--- config.mk ---
export PLATFORM = sky130hd
export DESIGN_NAME = boot_handover_flat
export DESIGN_NICKNAME = d
export VERILOG_FILES = /design/src/rtl/boot_handover_pkg.sv /design/src/rtl/boot_handover_if.sv /design/src/rtl/boot_handover_bus_mux.sv /design/src/rtl/boot_handover.sv /design/src/flat_wrapper.sv
export SDC_FILE = /design/constraint.sdc
export NUM_CORES = 1
export LEC_CHECK = 0
export CAP_MARGIN = 10
export CORE_ASPECT_RATIO = 0.6
export CORE_MARGIN = 2
export CORE_UTILIZATION = 30
export CTS_BUF_LIST = sky130_fd_sc_hd__clkbuf_4 sky130_fd_sc_hd__clkbuf_8 sky130_fd_sc_hd__clkbuf_16
export DETAILED_ROUTE_END_ITERATION = 10
export PLACE_DENSITY = 0.62
export SLEW_MARGIN = 25
export SYNTH_ARGS = -nofsm -noshare
export SYNTH_HDL_FRONTEND = slang
export SYNTH_SLANG_ARGS = --single-unit
--- constraint.sdc ---
create_clock -name clock -period 2.2 [get_ports clock]
set_input_delay 0.44 -clock clock [delete_from_list [all_inputs] [get_ports clock]]
set_output_delay 0.44 -clock clock [all_outputs]
set_load 0.1 [all_outputs]
--- src/rtl/boot_handover_pkg.sv ---
// Shared types and constants for the boot handover sequencer and its bus mux.
package boot_pkg;

    localparam int unsigned BOOT_CNT_W  = 16;
    localparam int unsigned BOOT_ADDR_W = 16;

    // Sequencer states; 3-bit encoding kept stable for anyone probing the state.
    typedef enum logic [2:0] {
        ST_RESET_COPIER = 3'd0,
        ST_COPY         = 3'd1,
        ST_GAP          = 3'd2,
        ST_CPU_RESET    = 3'd3,
        ST_RUN          = 3'd4,
        ST_FAULT        = 3'd5
    } boot_state_e;

    // Which agent currently drives the shared memory bus.
    typedef enum logic [1:0] {
        OWNER_NONE   = 2'd0,
        OWNER_COPIER = 2'd1,
        OWNER_CPU    = 2'd2
    } bus_owner_e;

    // Memory-side bus as seen by the RAM and EEPROM.
    typedef struct packed {
        logic [BOOT_ADDR_W-1:0] address;
        logic                   ram_cs_n;
        logic                   ram_we_n;
        logic                   ram_oe_n;
        logic                   eeprom_cs_n;
        logic                   eeprom_oe_n;
    } mem_bus_t;

    // Nobody selected: address parked at zero, every strobe inactive.
    localparam mem_bus_t BUS_IDLE = '{
        address:     '0,
        ram_cs_n:    1'b1,
        ram_we_n:    1'b1,
        ram_oe_n:    1'b1,
        eeprom_cs_n: 1'b1,
        eeprom_oe_n: 1'b1
    };

endpackage

--- src/rtl/boot_handover_if.sv ---
// Copier, CPU and memory-side signals of the boot handover block.
interface boot_handover_if;
    import boot_pkg::*;

    logic                   copier_reset_n;
    logic [BOOT_ADDR_W-1:0] copier_address;
    logic                   copier_ram_we_n;
    logic                   copier_ram_cs_n;
    logic                   copier_eeprom_oe_n;
    logic                   copier_eeprom_cs_n;
    logic                   copier_done;

    logic [BOOT_ADDR_W-1:0] cpu_address;
    logic                   cpu_mreq_n;
    logic                   cpu_rd_n;
    logic                   cpu_wr_n;
    logic                   cpu_reset_n;

    logic [BOOT_ADDR_W-1:0] address;
    logic                   ram_cs_n;
    logic                   ram_we_n;
    logic                   ram_oe_n;
    logic                   eeprom_cs_n;
    logic                   eeprom_oe_n;

    logic                   booted;
    logic                   fault;

    // Sequencer side: owns resets and the memory bus.
    modport master (
        output copier_reset_n,
        input  copier_address, copier_ram_we_n, copier_ram_cs_n,
        input  copier_eeprom_oe_n, copier_eeprom_cs_n, copier_done,
        input  cpu_address, cpu_mreq_n, cpu_rd_n, cpu_wr_n,
        output cpu_reset_n,
        output address, ram_cs_n, ram_we_n, ram_oe_n, eeprom_cs_n, eeprom_oe_n,
        output booted, fault
    );

    // Surrounding system: copier, CPU and memories.
    modport slave (
        input  copier_reset_n,
        output copier_address, copier_ram_we_n, copier_ram_cs_n,
        output copier_eeprom_oe_n, copier_eeprom_cs_n, copier_done,
        output cpu_address, cpu_mreq_n, cpu_rd_n, cpu_wr_n,
        input  cpu_reset_n,
        input  address, ram_cs_n, ram_we_n, ram_oe_n, eeprom_cs_n, eeprom_oe_n,
        input  booted, fault
    );

endinterface

--- src/rtl/boot_handover_bus_mux.sv ---
// Combinational memory bus owner select: idle, copier, or CPU strobes.
module boot_bus_mux
    import boot_pkg::*;
(
    input  bus_owner_e             owner,
    input  logic [BOOT_ADDR_W-1:0] copier_address,
    input  logic                   copier_ram_we_n,
    input  logic                   copier_ram_cs_n,
    input  logic                   copier_eeprom_oe_n,
    input  logic                   copier_eeprom_cs_n,
    input  logic [BOOT_ADDR_W-1:0] cpu_address,
    input  logic                   cpu_mreq_n,
    input  logic                   cpu_rd_n,
    input  logic                   cpu_wr_n,
    output mem_bus_t               bus_out
);

    // Route the selected agent onto the bus; the CPU never sees the EEPROM.
    always_comb begin
        bus_out = BUS_IDLE;
        case (owner)
            OWNER_COPIER: begin
                bus_out.address     = copier_address;
                bus_out.ram_cs_n    = copier_ram_cs_n;
                bus_out.ram_we_n    = copier_ram_we_n;
                bus_out.ram_oe_n    = 1'b1;
                bus_out.eeprom_cs_n = copier_eeprom_cs_n;
                bus_out.eeprom_oe_n = copier_eeprom_oe_n;
            end
            OWNER_CPU: begin
                bus_out.address     = cpu_address;
                bus_out.ram_cs_n    = cpu_mreq_n;
                bus_out.ram_oe_n    = cpu_mreq_n | cpu_rd_n;
                bus_out.ram_we_n    = cpu_mreq_n | cpu_wr_n;
                bus_out.eeprom_cs_n = 1'b1;
                bus_out.eeprom_oe_n = 1'b1;
            end
            default: bus_out = BUS_IDLE;
        endcase
    end

endmodule

--- src/rtl/boot_handover.sv ---
// Boot sequencer: resets the copier, lets it fill RAM, inserts a dead-bus gap,
// then hands RAM to the CPU and releases CPU reset. A watchdog on the copy
// phase parks the system in a sticky fault.
module boot_handover
    import boot_pkg::*;
#(
    parameter int unsigned TIMEOUT_CYCLES   = 40000,
    parameter int unsigned GAP_CYCLES       = 4,
    parameter int unsigned CPU_RESET_CYCLES = 16
) (
    input  logic            clock,
    input  logic            reset_n,
    boot_handover_if.master bus
);

    localparam logic [BOOT_CNT_W-1:0] TIMEOUT_LAST   = BOOT_CNT_W'(TIMEOUT_CYCLES - 1);
    localparam logic [BOOT_CNT_W-1:0] GAP_LAST       = BOOT_CNT_W'(GAP_CYCLES - 1);
    localparam logic [BOOT_CNT_W-1:0] CPU_RESET_LAST = BOOT_CNT_W'(CPU_RESET_CYCLES - 1);

    boot_state_e           state;
    logic [BOOT_CNT_W-1:0] cnt;
    bus_owner_e            owner;
    logic                  copier_reset_n_q;
    logic                  cpu_reset_n_q;
    logic                  booted_q;
    logic                  fault_q;
    mem_bus_t              mux_bus;

    // Status outputs and bus owner are registered alongside the state, so they
    // always equal the decode of the current state without extra latency.
    always_ff @(posedge clock) begin
        if (!reset_n) begin
            state            <= ST_RESET_COPIER;
            cnt              <= '0;
            owner            <= OWNER_NONE;
            copier_reset_n_q <= 1'b0;
            cpu_reset_n_q    <= 1'b0;
            booted_q         <= 1'b0;
            fault_q          <= 1'b0;
        end else begin
            case (state)
                ST_RESET_COPIER: begin
                    state            <= ST_COPY;
                    cnt              <= '0;
                    owner            <= OWNER_COPIER;
                    copier_reset_n_q <= 1'b1;
                end
                ST_COPY: begin
                    if (bus.copier_done) begin
                        state <= ST_GAP;
                        cnt   <= '0;
                        owner <= OWNER_NONE;
                    end else if (cnt == TIMEOUT_LAST) begin
                        state   <= ST_FAULT;
                        cnt     <= '0;
                        owner   <= OWNER_NONE;
                        fault_q <= 1'b1;
                    end else begin
                        cnt <= cnt + BOOT_CNT_W'(1);
                    end
                end
                ST_GAP: begin
                    if (cnt == GAP_LAST) begin
                        state <= ST_CPU_RESET;
                        cnt   <= '0;
                        owner <= OWNER_CPU;
                    end else begin
                        cnt <= cnt + BOOT_CNT_W'(1);
                    end
                end
                ST_CPU_RESET: begin
                    if (cnt == CPU_RESET_LAST) begin
                        state         <= ST_RUN;
                        cnt           <= '0;
                        cpu_reset_n_q <= 1'b1;
                        booted_q      <= 1'b1;
                    end else begin
                        cnt <= cnt + BOOT_CNT_W'(1);
                    end
                end
                ST_RUN: begin
                    state <= ST_RUN;
                end
                ST_FAULT: begin
                    state <= ST_FAULT;
                end
                default: begin
                    state            <= ST_FAULT;
                    cnt              <= '0;
                    owner            <= OWNER_NONE;
                    copier_reset_n_q <= 1'b1;
                    cpu_reset_n_q    <= 1'b0;
                    booted_q         <= 1'b0;
                    fault_q          <= 1'b1;
                end
            endcase
        end
    end

    boot_bus_mux u_bus_mux (
        .owner              (owner),
        .copier_address     (bus.copier_address),
        .copier_ram_we_n    (bus.copier_ram_we_n),
        .copier_ram_cs_n    (bus.copier_ram_cs_n),
        .copier_eeprom_oe_n (bus.copier_eeprom_oe_n),
        .copier_eeprom_cs_n (bus.copier_eeprom_cs_n),
        .cpu_address        (bus.cpu_address),
        .cpu_mreq_n         (bus.cpu_mreq_n),
        .cpu_rd_n           (bus.cpu_rd_n),
        .cpu_wr_n           (bus.cpu_wr_n),
        .bus_out            (mux_bus)
    );

    assign bus.copier_reset_n = copier_reset_n_q;
    assign bus.cpu_reset_n    = cpu_reset_n_q;
    assign bus.booted         = booted_q;
    assign bus.fault          = fault_q;
    assign bus.address        = mux_bus.address;
    assign bus.ram_cs_n       = mux_bus.ram_cs_n;
    assign bus.ram_we_n       = mux_bus.ram_we_n;
    assign bus.ram_oe_n       = mux_bus.ram_oe_n;
    assign bus.eeprom_cs_n    = mux_bus.eeprom_cs_n;
    assign bus.eeprom_oe_n    = mux_bus.eeprom_oe_n;

endmodule

--- src/flat_wrapper.sv ---
// flat-port wrapper written by rule: the top's interface ports become plain ports
module boot_handover_flat import boot_pkg::*;
#(
    parameter int unsigned TIMEOUT_CYCLES   = 40000,
    parameter int unsigned GAP_CYCLES       = 4,
    parameter int unsigned CPU_RESET_CYCLES = 16
)
  (clock, reset_n, bus_copier_reset_n, bus_copier_address, bus_copier_ram_we_n, bus_copier_ram_cs_n, bus_copier_eeprom_oe_n, bus_copier_eeprom_cs_n, bus_copier_done, bus_cpu_address, bus_cpu_mreq_n, bus_cpu_rd_n, bus_cpu_wr_n, bus_cpu_reset_n, bus_address, bus_ram_cs_n, bus_ram_we_n, bus_ram_oe_n, bus_eeprom_cs_n, bus_eeprom_oe_n, bus_booted, bus_fault);
  boot_handover_if bus_i ();
  input  logic clock;
  input  logic reset_n;
  output wire logic [$bits(bus_i.copier_reset_n)-1:0] bus_copier_reset_n;
  input wire logic [$bits(bus_i.copier_address)-1:0] bus_copier_address;
  input wire logic [$bits(bus_i.copier_ram_we_n)-1:0] bus_copier_ram_we_n;
  input wire logic [$bits(bus_i.copier_ram_cs_n)-1:0] bus_copier_ram_cs_n;
  input wire logic [$bits(bus_i.copier_eeprom_oe_n)-1:0] bus_copier_eeprom_oe_n;
  input wire logic [$bits(bus_i.copier_eeprom_cs_n)-1:0] bus_copier_eeprom_cs_n;
  input wire logic [$bits(bus_i.copier_done)-1:0] bus_copier_done;
  input wire logic [$bits(bus_i.cpu_address)-1:0] bus_cpu_address;
  input wire logic [$bits(bus_i.cpu_mreq_n)-1:0] bus_cpu_mreq_n;
  input wire logic [$bits(bus_i.cpu_rd_n)-1:0] bus_cpu_rd_n;
  input wire logic [$bits(bus_i.cpu_wr_n)-1:0] bus_cpu_wr_n;
  output wire logic [$bits(bus_i.cpu_reset_n)-1:0] bus_cpu_reset_n;
  output wire logic [$bits(bus_i.address)-1:0] bus_address;
  output wire logic [$bits(bus_i.ram_cs_n)-1:0] bus_ram_cs_n;
  output wire logic [$bits(bus_i.ram_we_n)-1:0] bus_ram_we_n;
  output wire logic [$bits(bus_i.ram_oe_n)-1:0] bus_ram_oe_n;
  output wire logic [$bits(bus_i.eeprom_cs_n)-1:0] bus_eeprom_cs_n;
  output wire logic [$bits(bus_i.eeprom_oe_n)-1:0] bus_eeprom_oe_n;
  output wire logic [$bits(bus_i.booted)-1:0] bus_booted;
  output wire logic [$bits(bus_i.fault)-1:0] bus_fault;
  assign bus_copier_reset_n = bus_i.copier_reset_n;
  assign bus_i.copier_address = bus_copier_address;
  assign bus_i.copier_ram_we_n = bus_copier_ram_we_n;
  assign bus_i.copier_ram_cs_n = bus_copier_ram_cs_n;
  assign bus_i.copier_eeprom_oe_n = bus_copier_eeprom_oe_n;
  assign bus_i.copier_eeprom_cs_n = bus_copier_eeprom_cs_n;
  assign bus_i.copier_done = bus_copier_done;
  assign bus_i.cpu_address = bus_cpu_address;
  assign bus_i.cpu_mreq_n = bus_cpu_mreq_n;
  assign bus_i.cpu_rd_n = bus_cpu_rd_n;
  assign bus_i.cpu_wr_n = bus_cpu_wr_n;
  assign bus_cpu_reset_n = bus_i.cpu_reset_n;
  assign bus_address = bus_i.address;
  assign bus_ram_cs_n = bus_i.ram_cs_n;
  assign bus_ram_we_n = bus_i.ram_we_n;
  assign bus_ram_oe_n = bus_i.ram_oe_n;
  assign bus_eeprom_cs_n = bus_i.eeprom_cs_n;
  assign bus_eeprom_oe_n = bus_i.eeprom_oe_n;
  assign bus_booted = bus_i.booted;
  assign bus_fault = bus_i.fault;
  boot_handover #(.TIMEOUT_CYCLES(TIMEOUT_CYCLES), .GAP_CYCLES(GAP_CYCLES), .CPU_RESET_CYCLES(CPU_RESET_CYCLES)) u_core (.clock(clock), .reset_n(reset_n), .bus(bus_i));
endmodule
* Yosys cells after proc, flatten, opt, wreduce, memory -nomap -nowiden
Cells that the tools add are included. Widths: inputs -> output; s select.
Operators by class: $add $sub $neg 1, equal/unequal tests 15, multiplexer cells 20, bitwise operators 5, reduce and logical (&&, ||, !) cells 10
Operators by type and width (number):
- $mux 16 | 4
- $pmux 16 s4 | 1
- $pmux 21 s2 | 1
- $add 16x1->16 const B | 1
- $eq 16x16->1 const B | 1
- $eq 16x2->1 const B | 1
- $eq 16x4->1 const B | 1
- $pmux 3 s5 | 1
- $reduce_or 5->1 | 3
- $mux 3 | 4
- $reduce_and 3->1 | 3
- $pmux 2 s4 | 1
- $eq 3x2->1 const B | 2
- $eq 3x3->1 const B | 2
- $mux 2 | 3
- $ne 2x1->1 const B | 3
- $pmux 1 s2 | 2
- $eq 3x1->1 const B | 1
- $logic_not 3->1 | 1
- $mux 1 | 3
- $ne 3x2->1 const B | 1
- $not 1->1 | 3
- $reduce_or 3->1 | 1
- $eq 2x1->1 const B | 1
- other kinds (5) | 6
Word-level totals: flip-flop bits (word level) 24, input port bits 42, output and inout port bits 25, word-level logic and storage cells 57

* Longest topological paths before layout
Gate-level depths: netlist (run 1).
depth in word-level cells 4, mapped depth 8, depth with buffers taken out 6

* By module
A second synthesis (run 1) with hierarchy kept.
Unflattened totals: cell total of the unflattened synthesis 238, area, all modules 1879.3 µm²
By module, submodules not included:
- boot_handover | instances 1, cells each 186, area an instance 1493.9 µm²
- boot_bus_mux | instances 1, cells each 52, area an instance 385.4 µm²

* Worst setup path before layout (run 1)
No wires, ideal clock.
path kind register -> output, start point register u_core.owner[0], end point output bus_address[0], arrival time 2.183 ns, required time 1.760 ns, path slack -0.423 ns, cell stages (with the launch flop) 6, path buffers 1, cell sequence dfxtp_1 inv_1 ha_1 clkbuf_1 a22oi_1 nor2_1
Between the ends: cells in the longest elaborated chain, start to end 2, elaborated cells between the ends (all ways) 3, classes of those cells eq/ne: 2; mux: 1
Ends and longest elaborated chain:
- start: declaration | RTL line boot_handover.sv:22 | bus_owner_e owner;
- start signal: assignment | RTL line boot_handover.sv:35 | owner <= OWNER_NONE;
- start signal: assignment | RTL line boot_handover.sv:45 | owner <= OWNER_COPIER;
- start signal: assignment | RTL line boot_handover.sv:52 | owner <= OWNER_NONE;
- $eq 2x2->1 or $eq 2x1->1 (tied branches) | RTL line boot_handover_bus_mux.sv:21 | case (owner)
- $pmux 21 s2 (*) | RTL line boot_handover_bus_mux.sv:21
- end: declaration | RTL line flat_wrapper.sv:24 | output wire logic [$bits(bus_i.address)-1:0] bus_address;
Every way passes the cells marked *; elsewhere a longest branch is shown, timed or not.

* Worst setup path in the final report (run 1)
start point register u_core.owner[0], end point output bus_ram_we_n
Between the ends: cells in the longest elaborated chain, start to end 2, elaborated cells between the ends (all ways) 3, classes of those cells eq/ne: 2; mux: 1
Ends and longest elaborated chain:
- $eq 2x2->1 or $eq 2x1->1 (tied branches) | RTL line boot_handover_bus_mux.sv:21
- $pmux 21 s2 (*) | RTL line boot_handover_bus_mux.sv:21
- end: declaration | RTL line flat_wrapper.sv:26 | output wire logic [$bits(bus_i.ram_we_n)-1:0] bus_ram_we_n;
Marked as above.

==> results of run 1 <==
## final timing paths
kind	to	slack [ns]	start	depth (start not counted)
max reg2reg	u_core.cnt[10]	0.29	u_core.cnt[0]	7
min reg2reg	u_core.cnt[1]	0.50	u_core.cnt[1]	2
max	bus_ram_we_n	0.13	u_core.owner[0]	6
min	u_core.cnt[1]	0.50	u_core.cnt[1]	2
## logic make-up after synthesis
family / share of synthesized area [%]
AOI/OAI and AO/OA: 26.7
xor gates and xnor gates: 4.42
adders and majority gates: 2.37
buffers and inverters: 6.62
DFF: 30.3
muxes: 0.631
and+or+nand+nor: 29.0
## flip-flops by register name (all words and copies together) (netlist names)
name                       count
u_core.bus.booted              1
u_core.bus.copier_reset_n      1
u_core.bus.fault               1
u_core.cnt                    16
u_core.owner                   2
u_core.state                   3
## cells in the final DEF (no fill, tap or decap), drive strengths merged, types with 4 or more instances in the layout
| master | synthesis | routed |
|---|---|---|
| nor4 | 5 | 5 |
| clkdlybuf4s50 | 0 | 41 |
| a22oi | 16 | 16 |
| nand4 | 5 | 5 |
| buf | 7 | 35 |
| a21oi | 10 | 10 |
| nor3 | 4 | 4 |
| inv | 5 | 5 |
| a31oi | 4 | 4 |
| o21ai | 6 | 6 |
| nand2 | 17 | 17 |
| o22ai | 5 | 5 |
| xor2 | 7 | 7 |
| dfxtp | 24 | 24 |
| and3 | 4 | 4 |
| nor2 | 36 | 36 |
| nor2b | 7 | 7 |
| nand3 | 8 | 8 |
## cell type report
cell class	instances	area (um^2)
tap	66	82.6
multi-input combinational	163	1020
sequential	24	480
inverter	5	18.8
clock inverter	1	30.0
fill	495	2470
timing repair buffer	76	936
clock buffer	3	41.3
## metrics by stage
| stage | total power, W | hold WS, ns |
|---|---|---|
| final | 0.00266 | 0.497 |
| after global routing | 0.00278 | 0.513 |
| after CTS | 0.00267 | 0.494 |
| after detailed placement | 0.00228 | 0.482 |
| after global placement | 0.00228 | 0.480 |
| after floorplan | 0.00167 | 0.463 |
## power groups by stage
stage	sequential (W)	combinational (W)	clock, W
detailed placement	0.000549	0.00173	0
floorplan	0.000578	0.00109	0
CTS	0.000540	0.00173	0.000402
global placement	0.000549	0.00173	0
global route	0.000551	0.00181	0.000417
finish	0.000542	0.00173	0.000390
## critical path, stage by stage (launching register included)
cell     delay [ns]
dfxtp_1        0.37
inv_1          0.06
ha_2           0.38
buf_4          0.19
a21oi_1        0.05
nand2_1        0.12
buf_12         0.18
## layer usage
layer  share of wire, %  up-vias  track usage [%]
met2                 43       54             24.2
met5                  0        -                0
met3                6.6        6             3.57
met4               0.64        0             2.38
li1                   -      891                -
met1                 50      798             24.9
==> impl_metrics.tcl, run 1 <==
set metrics [dict create \
    hold_path.class "reg2reg" \
    drt_wl_total_um 4820 \
    crit_path_start_kind "flip-flop" \
    synthCells 209 \
    setup_ws_ns 0.126 \
    critPathRequiredTime_ns 1.76 \
    htree_levels 1 \
    area_growth_pct 64.2 \
    numPlacedInstances 334 \
    crit_path_max_fanout 8 \
    first_iter_violations 147 \
    finalHoldViolations 0 \
    synth_cell_types 42 \
    syn_nets 254 \
    p_sw_share_pct 49.4 \
    ctsHoldBuffers 0 \
    port_buffers 66 \
    cts_buffers 3 \
    skew_ns 0.00736 \
    timing.setup.tns_ns 0 \
    drc_errors 0 \
    setup_viol 0 \
    clock.fmax_mhz 482 \
    synthMostInstantiatedCell "nor2_1" \
    pwr-share-seq_pct 20.4 \
    net-switching-power_w 0.00131 \
    ios 67 \
    netlist_top_cells_count "nor2_1 (36), dfxtp_1 (24), nand2_1 (17), a22oi_1 (16)" \
    rows 20 \
    antenna_left 0 \
    vias_per_cell 5.17 \
    grt_pass1_vias 1519 \
    design_area_mm2 0.00261 \
    post_cts_buffers 0 \
    synthTopCellsByArea "dfxtp_1 (30%), nor2_1 (8.5%), a22oi_1 (7.6%)" \
    die_w_um 97.9 \
    powerDensity_mw_per_mm2 1020 \
    ys_ff_latch 24 \
    drv_cap 0 \
    die_h_um 60.3 \
    synth_top_area_cell "dfxtp_1" \
    start_util_pct 31.2 \
    pwr-share-clk_pct 14.6 \
    synth_edf_count 0 \
    cts_resized 0 \
    netlist_area_mm2 0.00159 \
    outcome "finished clean" \
    cts_tree "done" \
    first_pass_iters 4 \
    synth_seq_area_share_pct 30.3 \
    cts-root-buf "clkbuf_8" \
    dp_slack_ns 0.289 \
    fin_crit_sh_pct 94.3 \
    clock_sinks 24 \
    clkTransAtPathRegs_ns 0.09 \
    fin_nets 318 \
    antenna_found_initial 0 \
    intPower_w 0.00135 \
    antenna_cells 0 \
    grt_max_degree 22 \
    tightest_slew_ns 0.401 \
    track_usage_pct 16.4 \
    fin_cells 338 \
    finalCriticalPeriod_ns 2.07 \
    slew-limit-headroom_pct 73.2 \
    overflow 0 \
    vdd_drop_max_mv 0.397 \
    wl_per_cell_um 14.3 \
    rsz0062_at_grt "false" \
    place.gp.congestion 0.822 \
    power_leakage_nw 0.967 \
    fin_util_pct 51.3 \
    critPathKind "reg2out" \
    yosysTopAreaCellShare_pct 30.3 \
    drive_above_1_share_pct 19.1 \
    grt_pass1_wl_um 7750 \
    die_area_mm2 0.00591 \
    synth-main-ff-cell "dfxtp_1" \
    postSynthAreaPerCell_um2 7.59 \
    clkLatencyLatePin_ns 0.27 \
    place_area_mm2 0.00253 \
    vias 1749 \
    ys_warn_count 0 \
    ys_async_sr_fraction_pct 0 \
    p_comb_share_pct 65.0 \
    cp-end-kind "output port" \
    slew_viol_final 0 \
    arrival_ns 1.63 \
    cts_buffer_depth 2 \
    hpwl_um 3820 \
    coreArea_mm2 0.00508 \
]
Note: power is estimated with default switching activity, not from simulation.
==> inputs of run 2 (changes only) <==
--- a/config.mk
+++ b/config.mk
@@ -5,14 +5,16 @@
 export SDC_FILE = /design/constraint.sdc
 export NUM_CORES = 1
 export LEC_CHECK = 0
+export ABC_AREA = 1
 export CAP_MARGIN = 10
 export CORE_ASPECT_RATIO = 0.6
 export CORE_MARGIN = 2
 export CORE_UTILIZATION = 30
 export CTS_BUF_LIST = sky130_fd_sc_hd__clkbuf_4 sky130_fd_sc_hd__clkbuf_8 sky130_fd_sc_hd__clkbuf_16
 export DETAILED_ROUTE_END_ITERATION = 10
-export PLACE_DENSITY = 0.62
+export PLACE_DENSITY = 0.59
 export SLEW_MARGIN = 25
 export SYNTH_ARGS = -nofsm -noshare
 export SYNTH_HDL_FRONTEND = slang
+export SYNTH_HIERARCHICAL = 1
 export SYNTH_SLANG_ARGS = --single-unit
==> run 2 against run 1 <==
Against the previous run:
- via count grew 23%
- total power grew 53%
- sequential power grew 2%
- die area grew 22%
- final cell count grew 36%
- critical path type unchanged
==> impl_metrics.tcl, run 2 <==
set metrics [dict create \
    outcome "finished clean" \
    critPathRequiredTime_ns 1.76 \
    path_buf_inv 3 \
    synthAdderAreaFrac_pct 4.49 \
    rsz0062_at_grt "false" \
    synth_xor_area_share_pct 3.15 \
    fillCellCount 629 \
    drt_wl_total_um 6260 \
    die_w_um 108 \
    synthCells 314 \
    layout_common_cells "nand2_1 (110), nor2_1 (49), clkdlybuf4s50_1 (41), a21oi_1 (30), dfxtp_1 (23)" \
    antenna_left 0 \
    cts-root-buf "clkbuf_8" \
    syn_nets 363 \
    dp_slack_ns 0.341 \
    fin_crit_sh_pct 95.1 \
    largest_registers "u_core/cnt x16, u_core/state x3, u_core/owner x2" \
    slew_viol_final 0 \
    largest_reg_flops 16 \
    cts_tree "done" \
    ios 67 \
    timing.hold.ws_ns 0.473 \
    grt_pass1_wl_um 9700 \
    crit_path_max_fanout 11 \
    powerDensity_mw_per_mm2 1360 \
    arrival_ns 1.65 \
    cp-end-kind "output port" \
    skew_ns 0.00171 \
    drv_cap 0 \
    ctsHoldBuffers 0 \
    synthMuxAreaShare_pct 0 \
    finalCriticalPeriod_ns 2.09 \
    crit_path_start_kind "flip-flop" \
    synth_cell_types 32 \
    cts_resized 0 \
    hpwl_um 4960 \
    rr_endpoint "u_core/cnt[10]" \
    cts_buffers 3 \
    coreArea_mm2 0.00619 \
    setup_viol 0 \
    power_leakage_nw 1.08 \
    place.gp.congestion 0.819 \
    grt_max_degree 22 \
    r2r_slack_ns 0.40 \
    synth-main-ff-cell "dfxtp_1" \
    hold_path.class "reg2reg" \
    critPathKind "reg2out" \
    area_growth_pct 53.5 \
    antenna_found_initial 0 \
    die_h_um 66.4 \
    slew-limit-headroom_pct 70.1 \
    vias 2152 \
    critPathSlowestCell "dfxtp_2" \
    power.total_w 0.00408 \
    critPathMaxStageDelay_ns 0.35 \
    drc_errors 0 \
    synth-simple-area-share_pct 43.5 \
    reg2reg_depth 8 \
    finalHoldViolations 0 \
    timing.setup.tns_ns 0 \
    first_iter_violations 73 \
    yosysTopAreaCellShare_pct 24.6 \
    path_cells "inv_1, ha_1, buf_4, a21oi_1, buf_12" \
    post_cts_buffers 0 \
    tightest_slew_ns 0.447 \
    vdd_drop_max_mv 1.00 \
    synth_top_family_by_area "simple AND/OR/NAND/NOR gates" \
    synthMostInstantiatedCell "nand2_1" \
    clkTransAtPathRegs_ns 0.09 \
    fin_nets 427 \
    grt_pass1_vias 1872 \
    ys_warn_count 6 \
    netlist_area_mm2 0.00195 \
    crit_family "buffers and inverters" \
    clock.fmax_mhz 478 \
    rows 22 \
    ys_async_sr_fraction_pct 0 \
    synth_edf_count 0 \
    synth_compound_area_share_pct 15.2 \
    synth_seq_area_share_pct 24.6 \
    fin_util_pct 48.3 \
    clock_sinks 24 \
    worstSetupStartpoint "u_core/owner[0]" \
    track_usage_pct 17.4 \
    vias_per_cell 4.68 \
    overflow 0 \
    largest-register "u_core/cnt" \
    drive_above_1_share_pct 16.5 \
    first_pass_iters 4 \
    htree_levels 1 \
    port_buffers 66 \
    die_area_mm2 0.00718 \
    antenna_cells 0 \
    clkLatencyLatePin_ns 0.27 \
    final_common_cell "nand2_1" \
    path_depth 5 \
    wl_per_cell_um 13.6 \
    crit_path_end "bus_address[13]" \
    setup_ws_ns 0.108 \
    start_util_pct 31.5 \
    timing.rr.start "u_core/cnt[0]" \
    synthTopCellsByArea "dfxtp_1 (25%), nand2_1 (21%), a21oi_1 (9.5%)" \
    synth_top_area_cell "dfxtp_1" \
    ys_ff_latch 24 \
    postSynthAreaPerCell_um2 6.21 \
    netlist_top_cells_count "nand2_1 (110), nor2_1 (49), a21oi_1 (37), dfxtp_1 (24), inv_1 (19)" \
    cts_buffer_depth 2 \
]
==> run 2: cell types whose count changed in the layout (fill, tap and decap cells not counted), sizes merged, moves of 5 or more <==
cell	delta
nor2	+16
a21oi	+33
nand3	+9
inv	+14
nor2b	-6
nand2	+98
nor4	-5
a22oi	-16
==> run 2: cells by family (layout without fill, tap and decap cells) <==
kind of cell,count (synthesis),count (layout)
buffers and inverters,32,94
XOR/XNOR,7,7
AO/OA/AOI/OAI,53,53
flip-flops,24,24
AND/OR/NAND/NOR,191,191
adder cells (fa/ha/maj),7,7
==> run 2: worst min path at each step <==
| stage | start | end | slack (ns) | cells after the start |
|---|---|---|---|---|
| CTS | u_core/bus.copier_reset_n | u_core/bus.copier_reset_n | 0.47 | 2 |
| global placement | u_core/bus.copier_reset_n | u_core/bus.copier_reset_n | 0.44 | 2 |
| global route | u_core/bus.copier_reset_n | u_core/bus.copier_reset_n | 0.50 | 2 |
| finish | u_core/bus.copier_reset_n | u_core/bus.copier_reset_n | 0.47 | 2 |
| detailed placement | u_core/bus.copier_reset_n | u_core/bus.copier_reset_n | 0.46 | 2 |
| floorplan | u_core/owner[0] | u_core/owner[0] | 0.46 | 2 |
==> run 2: power by group <==
part / switching [W] / internal [W] / leakage, nW
logic: 0.00224 / 0.00102 / 0.863
registers: 0.0000561 / 0.000495 / 0.195
clock network: 0.000147 / 0.000123 / 0.0216
==> run 2: tightest hold or removal path: cells and delay by family, from the launching register on <==
kind	cells	cell delay [ns]
flops	1	0.32
compound gates	1	0.06
buf+inv	1	0.05
==> run 2: layout make-up <==
class | instances | area [um^2] | area share, %
Sequential cell | 24 | 482 | 16.1
Inverter | 19 | 71.3 | 2.38
Clock buffer | 3 | 41.3 | 1.38
Multi-Input combinational cell | 258 | 1390 | 46.4
Tap cell | 84 | 105 | 3.51
Timing Repair Buffer | 72 | 906 | 30.3
==> run 2: stage by stage <==
stage,instances,area (um^2)
after floorplan,314,2040
after detailed placement,457,2940
final,460,2990
after global routing,460,2990
after global placement,457,2940
after CTS,460,2980
==> run 2: metal layers <==
layer | GRT usage, % | wire [um]
met1 | 26.2 | 3270
met2 | 25.6 | 2560
met3 | 3.35 | 379
met4 | 3.21 | 46
met5 | 0 | 0
==> inputs of run 3 (changes only) <==
--- a/config.mk
+++ b/config.mk
@@ -11,9 +11,9 @@
 export CORE_MARGIN = 2
 export CORE_UTILIZATION = 30
 export CTS_BUF_LIST = sky130_fd_sc_hd__clkbuf_4 sky130_fd_sc_hd__clkbuf_8 sky130_fd_sc_hd__clkbuf_16
+export CTS_CLUSTER_DIAMETER = 80
 export DETAILED_ROUTE_END_ITERATION = 10
 export PLACE_DENSITY = 0.59
-export SLEW_MARGIN = 25
 export SYNTH_ARGS = -nofsm -noshare
 export SYNTH_HDL_FRONTEND = slang
 export SYNTH_HIERARCHICAL = 1
==> results of run 3 <==
No change in the layout: final DEF, timing and power equal those of run 2.
